**config.mk**
```make
export PLATFORM = sky130hd
export DESIGN_NAME = mem_loader_flat
export DESIGN_NICKNAME = d
export VERILOG_FILES = /design/src/rtl/mem_loader_if.sv /design/src/rtl/mem_loader.sv /design/src/flat_wrapper.sv
export SDC_FILE = /design/constraint.sdc
export NUM_CORES = 2
export LEC_CHECK = 0
export ABC_AREA = 1
export CAP_MARGIN = 15
export CORE_MARGIN = 5
export CORE_UTILIZATION = 35
export CTS_CLUSTER_SIZE = 28
export DETAILED_ROUTE_END_ITERATION = 8
export SYNTH_ARGS = -nofsm -noshare
export SYNTH_HDL_FRONTEND = slang
export SYNTH_SLANG_ARGS = --single-unit
```
**constraint.sdc**
```tcl
create_clock -name ph1 -period 19.8 [get_ports ph1]
set_clock_uncertainty 0.05 [all_clocks]
set_input_delay 2.97 -clock ph1 [delete_from_list [all_inputs] [get_ports ph1]]
set_output_delay 2.97 -clock ph1 [all_outputs]
set_load 0.005 [all_outputs]
```
**src/rtl/mem_loader_if.sv**
```systemverilog
`timescale 1ns/1ps
`default_nettype none
// +--------------------------------------------------------------------+
// | mem_loader_if : core-side memory bus (address, store, read data)   |
// | Rev 1.0                                                            |
// +--------------------------------------------------------------------+
interface mem_loader_if;
  logic [7:0] Adr;
  logic       MemWrite;
  logic [7:0] WriteData;
  logic [6:0] MemData1;
  logic [7:0] MemData2;

  modport master (
    output Adr,
    output MemWrite,
    output WriteData,
    input  MemData1,
    input  MemData2
  );

  modport slave (
    input  Adr,
    input  MemWrite,
    input  WriteData,
    output MemData1,
    output MemData2
  );
endinterface
`default_nettype wire

```
**src/rtl/mem_loader.sv**
```systemverilog
`timescale 1ns/1ps
`default_nettype none
// +--------------------------------------------------------------------+
// | mem_loader : 256x15 HMMM memory with serial program-load port      |
// | Rev 1.0                                                            |
// +--------------------------------------------------------------------+
module mem_loader #(
  parameter int SYNC_STAGES = 2,
  parameter int FRAME_BITS  = 23
) (
  input  wire logic       ph1,
  input  wire logic       reset,
  input  wire logic       load_en,
  input  wire logic       sclk,
  input  wire logic       sdi,
  input  wire logic       start,
  mem_loader_if.slave     bus,
  output logic            cpu_reset,
  output logic            busy,
  output logic            frame_err,
  output logic [8:0]      frames
);

  localparam int ADDR_W = 8;
  localparam int DATA_W = 15;
  localparam int CNT_W  = $clog2(FRAME_BITS + 1);

  localparam logic [CNT_W-1:0] C_FRAME_LAST = CNT_W'(FRAME_BITS);
  localparam logic [8:0]       C_FRAMES_MAX = 9'h1FF;

  localparam logic [1:0] ST_IDLE = 2'd0;
  localparam logic [1:0] ST_LOAD = 2'd1;
  localparam logic [1:0] ST_RUN  = 2'd2;

  logic [SYNC_STAGES-1:0] r_le_sync;
  logic [SYNC_STAGES-1:0] r_sclk_sync;
  logic [SYNC_STAGES-1:0] r_sdi_sync;
  logic                   r_sclk_d;

  logic [1:0]             r_state;
  logic                   r_cpu_reset;
  logic                   r_frame_err;
  logic [8:0]             r_frames;
  logic [FRAME_BITS-1:0]  r_shift;
  logic [CNT_W-1:0]       r_bitcnt;

  logic [DATA_W-1:0]      r_mem [0:(1<<ADDR_W)-1];

  logic                   w_le_s;
  logic                   w_sdi_s;
  logic                   w_sclk_edge;
  logic                   w_load_wr;
  logic                   w_core_wr;
  logic [ADDR_W-1:0]      w_load_addr;
  logic [DATA_W-1:0]      w_load_data;
  logic [DATA_W-1:0]      w_rd_word;

  // All three serial inputs share the same depth so sdi lines up with the sclk edge.
  always_ff @(posedge ph1 or negedge reset) begin
    if (!reset) begin
      r_le_sync   <= '0;
      r_sclk_sync <= '0;
      r_sdi_sync  <= '0;
      r_sclk_d    <= 1'b0;
    end else begin
      r_le_sync   <= {r_le_sync[SYNC_STAGES-2:0],   load_en};
      r_sclk_sync <= {r_sclk_sync[SYNC_STAGES-2:0], sclk};
      r_sdi_sync  <= {r_sdi_sync[SYNC_STAGES-2:0],  sdi};
      r_sclk_d    <= r_sclk_sync[SYNC_STAGES-1];
    end
  end

  assign w_le_s      = r_le_sync[SYNC_STAGES-1];
  assign w_sdi_s     = r_sdi_sync[SYNC_STAGES-1];
  assign w_sclk_edge = r_sclk_sync[SYNC_STAGES-1] & ~r_sclk_d;

  assign w_load_addr = r_shift[FRAME_BITS-1:DATA_W];
  assign w_load_data = r_shift[DATA_W-1:0];
  assign w_load_wr   = (r_state == ST_LOAD) && w_le_s && (r_bitcnt == C_FRAME_LAST);
  assign w_core_wr   = (r_state == ST_RUN) && bus.MemWrite;

  always_ff @(posedge ph1 or negedge reset) begin
    if (!reset) begin
      r_state     <= ST_IDLE;
      r_cpu_reset <= 1'b1;
      r_frame_err <= 1'b0;
      r_frames    <= '0;
      r_shift     <= '0;
      r_bitcnt    <= '0;
    end else begin
      // Core leaves reset only after a full cycle spent in RUN.
      r_cpu_reset <= !((r_state == ST_RUN) && !w_le_s);
      case (r_state)
        ST_IDLE: begin
          if (w_le_s) begin
            r_state     <= ST_LOAD;
            r_frames    <= '0;
            r_frame_err <= 1'b0;
            r_bitcnt    <= '0;
            r_shift     <= '0;
          end else if (start) begin
            r_state <= ST_RUN;
          end
        end
        ST_LOAD: begin
          if (!w_le_s) begin
            r_state <= ST_IDLE;
            if (r_bitcnt != '0) begin
              r_frame_err <= 1'b1;
            end
            r_bitcnt <= '0;
          end else if (r_bitcnt == C_FRAME_LAST) begin
            r_bitcnt <= '0;
            if (r_frames != C_FRAMES_MAX) begin
              r_frames <= r_frames + 9'd1;
            end
          end else if (w_sclk_edge) begin
            r_shift  <= {r_shift[FRAME_BITS-2:0], w_sdi_s};
            r_bitcnt <= r_bitcnt + 1'b1;
          end
        end
        ST_RUN: begin
          if (w_le_s) begin
            r_state     <= ST_LOAD;
            r_frames    <= '0;
            r_frame_err <= 1'b0;
            r_bitcnt    <= '0;
            r_shift     <= '0;
          end
        end
        default: begin
          r_state <= ST_IDLE;
        end
      endcase
    end
  end

  // Memory is deliberately not reset so a loaded program survives a reset.
  always_ff @(posedge ph1) begin
    if (w_load_wr) begin
      r_mem[w_load_addr] <= w_load_data;
    end else if (w_core_wr) begin
      r_mem[bus.Adr][7:0] <= bus.WriteData;
    end
  end

  assign w_rd_word    = r_mem[bus.Adr];
  assign bus.MemData1 = w_rd_word[14:8];
  assign bus.MemData2 = w_rd_word[7:0];

  assign cpu_reset = r_cpu_reset;
  assign busy      = (r_state == ST_LOAD);
  assign frame_err = r_frame_err;
  assign frames    = r_frames;

endmodule
`default_nettype wire

```
**src/flat_wrapper.sv**
```systemverilog
// flat-port wrapper written by rule: the top's interface ports become plain ports
module mem_loader_flat 
#(
  parameter int SYNC_STAGES = 2,
  parameter int FRAME_BITS  = 23
)
  (ph1, reset, load_en, sclk, sdi, start, cpu_reset, busy, frame_err, frames, bus_Adr, bus_MemWrite, bus_WriteData, bus_MemData1, bus_MemData2);
  mem_loader_if bus_i ();
  input  wire logic ph1;
  input  wire logic reset;
  input  wire logic load_en;
  input  wire logic sclk;
  input  wire logic sdi;
  input  wire logic start;
  output logic cpu_reset;
  output logic busy;
  output logic frame_err;
  output logic [8:0] frames;
  input wire logic [$bits(bus_i.Adr)-1:0] bus_Adr;
  input wire logic [$bits(bus_i.MemWrite)-1:0] bus_MemWrite;
  input wire logic [$bits(bus_i.WriteData)-1:0] bus_WriteData;
  output wire logic [$bits(bus_i.MemData1)-1:0] bus_MemData1;
  output wire logic [$bits(bus_i.MemData2)-1:0] bus_MemData2;
  assign bus_i.Adr = bus_Adr;
  assign bus_i.MemWrite = bus_MemWrite;
  assign bus_i.WriteData = bus_WriteData;
  assign bus_MemData1 = bus_i.MemData1;
  assign bus_MemData2 = bus_i.MemData2;
  mem_loader #(.SYNC_STAGES(SYNC_STAGES), .FRAME_BITS(FRAME_BITS)) u_core (.ph1(ph1), .reset(reset), .load_en(load_en), .sclk(sclk), .sdi(sdi), .start(start), .bus(bus_i), .cpu_reset(cpu_reset), .busy(busy), .frame_err(frame_err), .frames(frames));
endmodule
```
# Word level (Yosys, flattened, before mapping)
# Memories as Yosys holds them, arrays and structs flattened.
# Cells that the tools add are included.
# op_classes
n_addsub	2
n_eq_ne	15
mux	32
n_bitwise	2
reduce_logical	16
# ops
cell	n
2-to-1 mux 23 bit	4
case mux 23 bit (2 select lines)	1
2-to-1 mux 9 bit	4
2-to-1 mux 5 bit	4
case mux 9 bit (2 select lines)	1
2-to-1 mux 15 bit	1
OR reduction 15 bit	1
!= test 2 x 1 -> 1 bit, second input constant	7
2-to-1 mux 2 bit	5
case mux 5 bit (2 select lines)	1
AND reduction 5 bit	2
adder 9 x 1 -> 9 bit, second input constant	1
!= test 9 bit, second input constant	1
2-to-1 mux 1 bit	8
2-to-1 mux 8 bit	1
case mux 2 bit (3 select lines)	1
AND reduction 3 bit	2
adder 5 x 1 -> 5 bit, second input constant	1
== test 5 bit, second input constant	1
nonzero test 5 bit	1
logical AND 1 bit	4
!= test 2 bit, second input constant	2
!= test 4 bit, second input constant	1
AND reduction 4 bit	1
10 further kinds	11
# totals
reg_bits	48
mem_bits_rw	3840
output_inout_bits	27
word_cells	78
mem_count	1
# mem_list
memory	words	word_bits	rd	rd_clocked_by_memory_dff	write_ports	line_no	source
u_core.r_mem	256	15	1	0	1	mem_loader.sv:47	logic [DATA_W-1:0] r_mem [0:(1<<ADDR_W)-1];

# Depth between registers and ports, before layout
# depth
word_depth	7
ltp_mapped	15
ltp_nobuf	14

# Least setup slack after synthesis
# Ideal clock, no wire load.
# synth_path
path_type	input-to-reg
start	input port bus_MemWrite
end	memory u_core.r_mem[0][0] (data pin)
setup_ps	2188
arrival_time_ps	13504
t_required_ps	17562
path_slack_ps	4057
stages	5
path_cell_list	nand3_4 -> buf_2 -> inv_1 -> clkbuf_1 -> o21ai_0
# synth_between
elab_chain_len	6
# synth_lines
element	line_no	source
start: declaration	flat_wrapper.sv:20	input wire logic [$bits(bus_i.MemWrite)-1:0] bus_MemWrite;
logical AND 1 bit	mem_loader.sv:80	assign w_core_wr = (r_state == ST_RUN) && bus.MemWrite;
2-to-1 mux 1 bit	mem_loader.sv:142	end else if (w_core_wr) begin
2-to-1 mux 1 bit	mem_loader.sv:140	if (w_load_wr) begin
2-to-1 mux 1 bit (implied by the code)	mem_loader.sv:143	r_mem[bus.Adr][7:0] <= bus.WriteData;
OR reduction 15 bit (no line)	--	
2-to-1 mux 15 bit (no line)	--	
end: declaration	mem_loader.sv:47	
# No other way between the ends. The select of a mux whose other input is x is not followed.

# Final worst setup path
# layout_path
start	input port bus_Adr[0]
end	output port bus_MemData2[3]
# layout_between
elab_chain_len	1
# layout_lines
element	line_no	source
start: declaration	flat_wrapper.sv:19	input wire logic [$bits(bus_i.Adr)-1:0] bus_Adr;
memory (256 x 15 bit)	--	
end: declaration	flat_wrapper.sv:23	output wire logic [$bits(bus_i.MemData2)-1:0] bus_MemData2;
# No other way between the ends.

==> run_results.csv <==
group,metric,value,unit
grt,grt_pass1_vias,98400,
power,p_leak,59.8,nW
floorplan,chipWidth,683,um
synth,syn-cell-area,159000,um2
clock_network,cts_max_level,5,
sta,setup_viol,0,
clock_network,cts_buffers,397,
synth,synthCells,13600,
route,ant_nets,0,
placed_design,gp_congestion,0.828,
synth,yosysTopAreaCellShare,72.7,%
route,totalWireLength,462000,um
grt,grtUsageTotal,19.2,%
synth,yosysMostFrequentCell,"nand2_1",
worst_setup_path,slowest_delay,0.79,ns
clock_network,cts_resized,0,
worst_setup_path,cp_slowest_cell,"buf_4",
sta,slew-limit-headroom,17.8,%
synth,synth_ff_type,"edfxtp_1",
clock_network,hold_buffers,0,
placed_design,numPortBuffers,49,
power,peakVddDrop,67.9,uV
finish,multi_input_area,37800,um2
route,drc,0,
route,via_per_inst,5.35,
synth,synth_cell_types,31,
worst_setup_path,crit_path_frequent_cell,"nand3_1",
synth,ys_ff_latch,3888,
sta,setup_tns,0,ns
clock_network,cts.sinks,3888,
worst_setup_path,worstPathArrival,8.57,ns
synth,synth.avg_cell_area,11.7,um2
synth,yosys.area.top_type,"edfxtp_1",
worst_setup_path,end_kind,"output port",
finish,nets,13300,
synth,seq_area_frac_synth,73.5,%
sta,rsz0062_at_grt,"false",
placed_design,dp_hpwl,260000,um
worst_setup_path,cp-start-kind,"primary input",
worst_setup_path,worstPathMaxFanout,170,
synth,synthTopCellsByCount,"nand2_1 (4225), edfxtp_1 (3840), nand3_1 (3811)",
floorplan,die_area,467000,um2
grt,grt_pass1_wl,680000,um
clock_network,cts_root_buffer,"clkbuf_16",
clock_network,clk_pin_slew,0.06,ns
worst_setup_path,crit_chain,"buf_16 -> inv_8 -> buf_12 -> buf_4 -> buf_4 -> nand2_1 -> nand3_1 -> nand3_1 -> nand3_1 -> nand3_1 -> nand3_1 -> nand3_1 -> nand2_1 -> nand2_1 -> nand2_1 -> clkdlybuf4s50_1",
grt,grt_start_max_net_pins,194,
grt,antenna_found_initial,20,
hold_path,hp-class,"flip-flop to flip-flop",
finish,layout-drive-gt1-share,5.88,%
floorplan,design.core.area,452000,um2
sta,finalCriticalPeriod,11.59,ns
floorplan,fp-row-count,247,
clock_network,cts_max_path_buffers,4,
route,vias,105000,
floorplan,dieHeight,683,um
worst_setup_path,cp.required,16.78,ns
sta,slew_viol_final,0,
route,wire_per_inst,23.6,um
route,first_pass_iters,9,
clock_network,cts_setup_buffers,0,
finish,final_util,39.1,%
finish,area_delta_synth_final,11.5,%
finish,seqCellArea,117000,um2
synth,yosys-top-cells-area,"edfxtp_1 (73%), nand3_1 (12%), nand2_1 (10%), buf_2 (1.3%), nor2_1 (1.2%)",
synth,synth_edf_count,3840,
synth,syn_nets,13600,
run,maxCapViolations,0,
synth,ys_async_sr_fraction,1.23,%
sta,tightest_slew,1.23,ns
synth,yosysWarnings,0,
clock_network,cts_tree,"yes",
finish,fill_cells,42500,
clock_network,clock_latency,0.96,ns
power,p_per_area,97.5,nW/um2
floorplan,ios,50,
outcome,status,"finished clean",
grt,overflow,0,
sta,period_share,58.5,%
floorplan,start_util,35.1,%
sta,timing.fmax,86.3,MHz
worst_setup_path,crit_type,"primary input to output port",
sta,hold_viol,0,
route,drt_iter0_drc,12600,
-- stage by stage --
| stage | cell area, um2 | worst slack [ns] | total power [mW] | cells | hold slack (ns) |
|---|---|---|---|---|---|
| after global routing | 177000 | 8.03 | 17.8 | 19600 | 0.315 |
| after global placement | 164000 | 8.36 | 10.2 | 18800 | 0.285 |
| after detailed placement | 164000 | 8.31 | 10.2 | 18800 | 0.288 |
| final | 177000 | 8.21 | 17.2 | 19600 | 0.299 |
| after floorplan | 159000 | 4.06 | 9.83 | 13600 | 0.281 |
| after CTS | 177000 | 8.32 | 17.3 | 19500 | 0.301 |
-- path summary, 6_finish.rpt --
check / start / endpoint / slack (ns) / cells after the start
worst max-delay path: bus_Adr[0] / bus_MemData2[3] / 8.21 / 16
worst min-delay path: u_core.r_sclk_sync[0] / u_core.r_sclk_sync[1] / 0.30 / 0
worst max register to register: u_core.r_state[1] / u_core.r_mem[178][7] / 14.34 / 8
worst min register to register: u_core.r_sclk_sync[0] / u_core.r_sclk_sync[1] / 0.30 / 0
max in group asynchronous: reset / u_core.r_shift[19] / 17.07 / 2
min in group asynchronous: reset / u_core.r_sclk_sync[0] / 2.10 / 2
-- state kept, by name, indices dropped and copies added, names as in the netlist --
| signal | count |
|---|---|
| u_core.r_sclk_d | 1 |
| u_core.r_shift | 23 |
| u_core.r_le_sync | 2 |
| u_core.frame_err | 1 |
| u_core.r_bitcnt | 5 |
| u_core.cpu_reset | 1 |
| u_core.r_sdi_sync | 2 |
| u_core.r_mem | 3840 |
| u_core.r_sclk_sync | 2 |
| u_core.frames | 9 |
| u_core.r_state | 2 |
-- report_power, final --
group / internal [mW] / leakage, nW / switching [mW]
Clock: 4.03 / 6.04 / 3.22
Combinational: 0.234 / 20.1 / 0.754
Sequential: 9.00 / 33.7 / 0.00311
-- layout by cell type (no fill, tap or decap), types with 6 or more instances in the layout --
master,n
inv_8,13
diode_2,16
nand2_1,4225
a21oi_1,7
nand3_1,3811
clkbuf_16,399
o21ai_4,8
dfrtp_1,47
clkinvlp_4,8
nor3_1,6
clkinv_1,90
clkinv_8,6
nor2_1,522
edfxtp_1,3840
clkbuf_1,92
o21ai_0,32
o21ai_2,9
clkinv_2,72
clkdlybuf4s50_1,41
bufinv_16,24
nor2_4,17
clkinv_16,11
inv_2,8
buf_4,152
inv_1,49
buf_12,22
nand2_2,7
nor2_2,16
-- logic make-up after synthesis --
family / after synthesis / share of synthesized area, %
buffers and inverters: 1016 / 2.74
AND/OR/NAND/NOR: 8612 / 23.5
adder cells (fa/ha/maj): 4 / 0.0316
flip-flops: 3888 / 73.5
AO/OA/AOI/OAI: 60 / 0.215
-- metal layers --
layer  GRT usage, %  vias to the layer above  part of all wire (%)
met5              0                        -                0.0028
met4           7.17                        2                   4.0
met3           3.52                      833                   8.6
met2           30.7                     4770                    47
met1           26.2                    51700                    40
li1               -                    47400                     -
-- worst max-delay path: cells and delay by family --
kind | cells | cell delay [ns]
buffers and inverters | 6 | 3.34
AND/OR/NAND/NOR | 10 | 1.97
-- cell type report --
| class | instances | share of cell area [%] |
|---|---|---|
| flip-flops and latches | 3888 | 65.9 |
| inverters | 70 | 0.202 |
| multi-input cells | 8676 | 21.4 |
| diodes | 16 | 0.0227 |
| well taps | 5976 | 4.23 |
| clock buffers | 491 | 5.85 |
| clock inverters | 223 | 1.17 |
| repair buffers | 225 | 1.20 |
(Power assumes the default switching activity.)
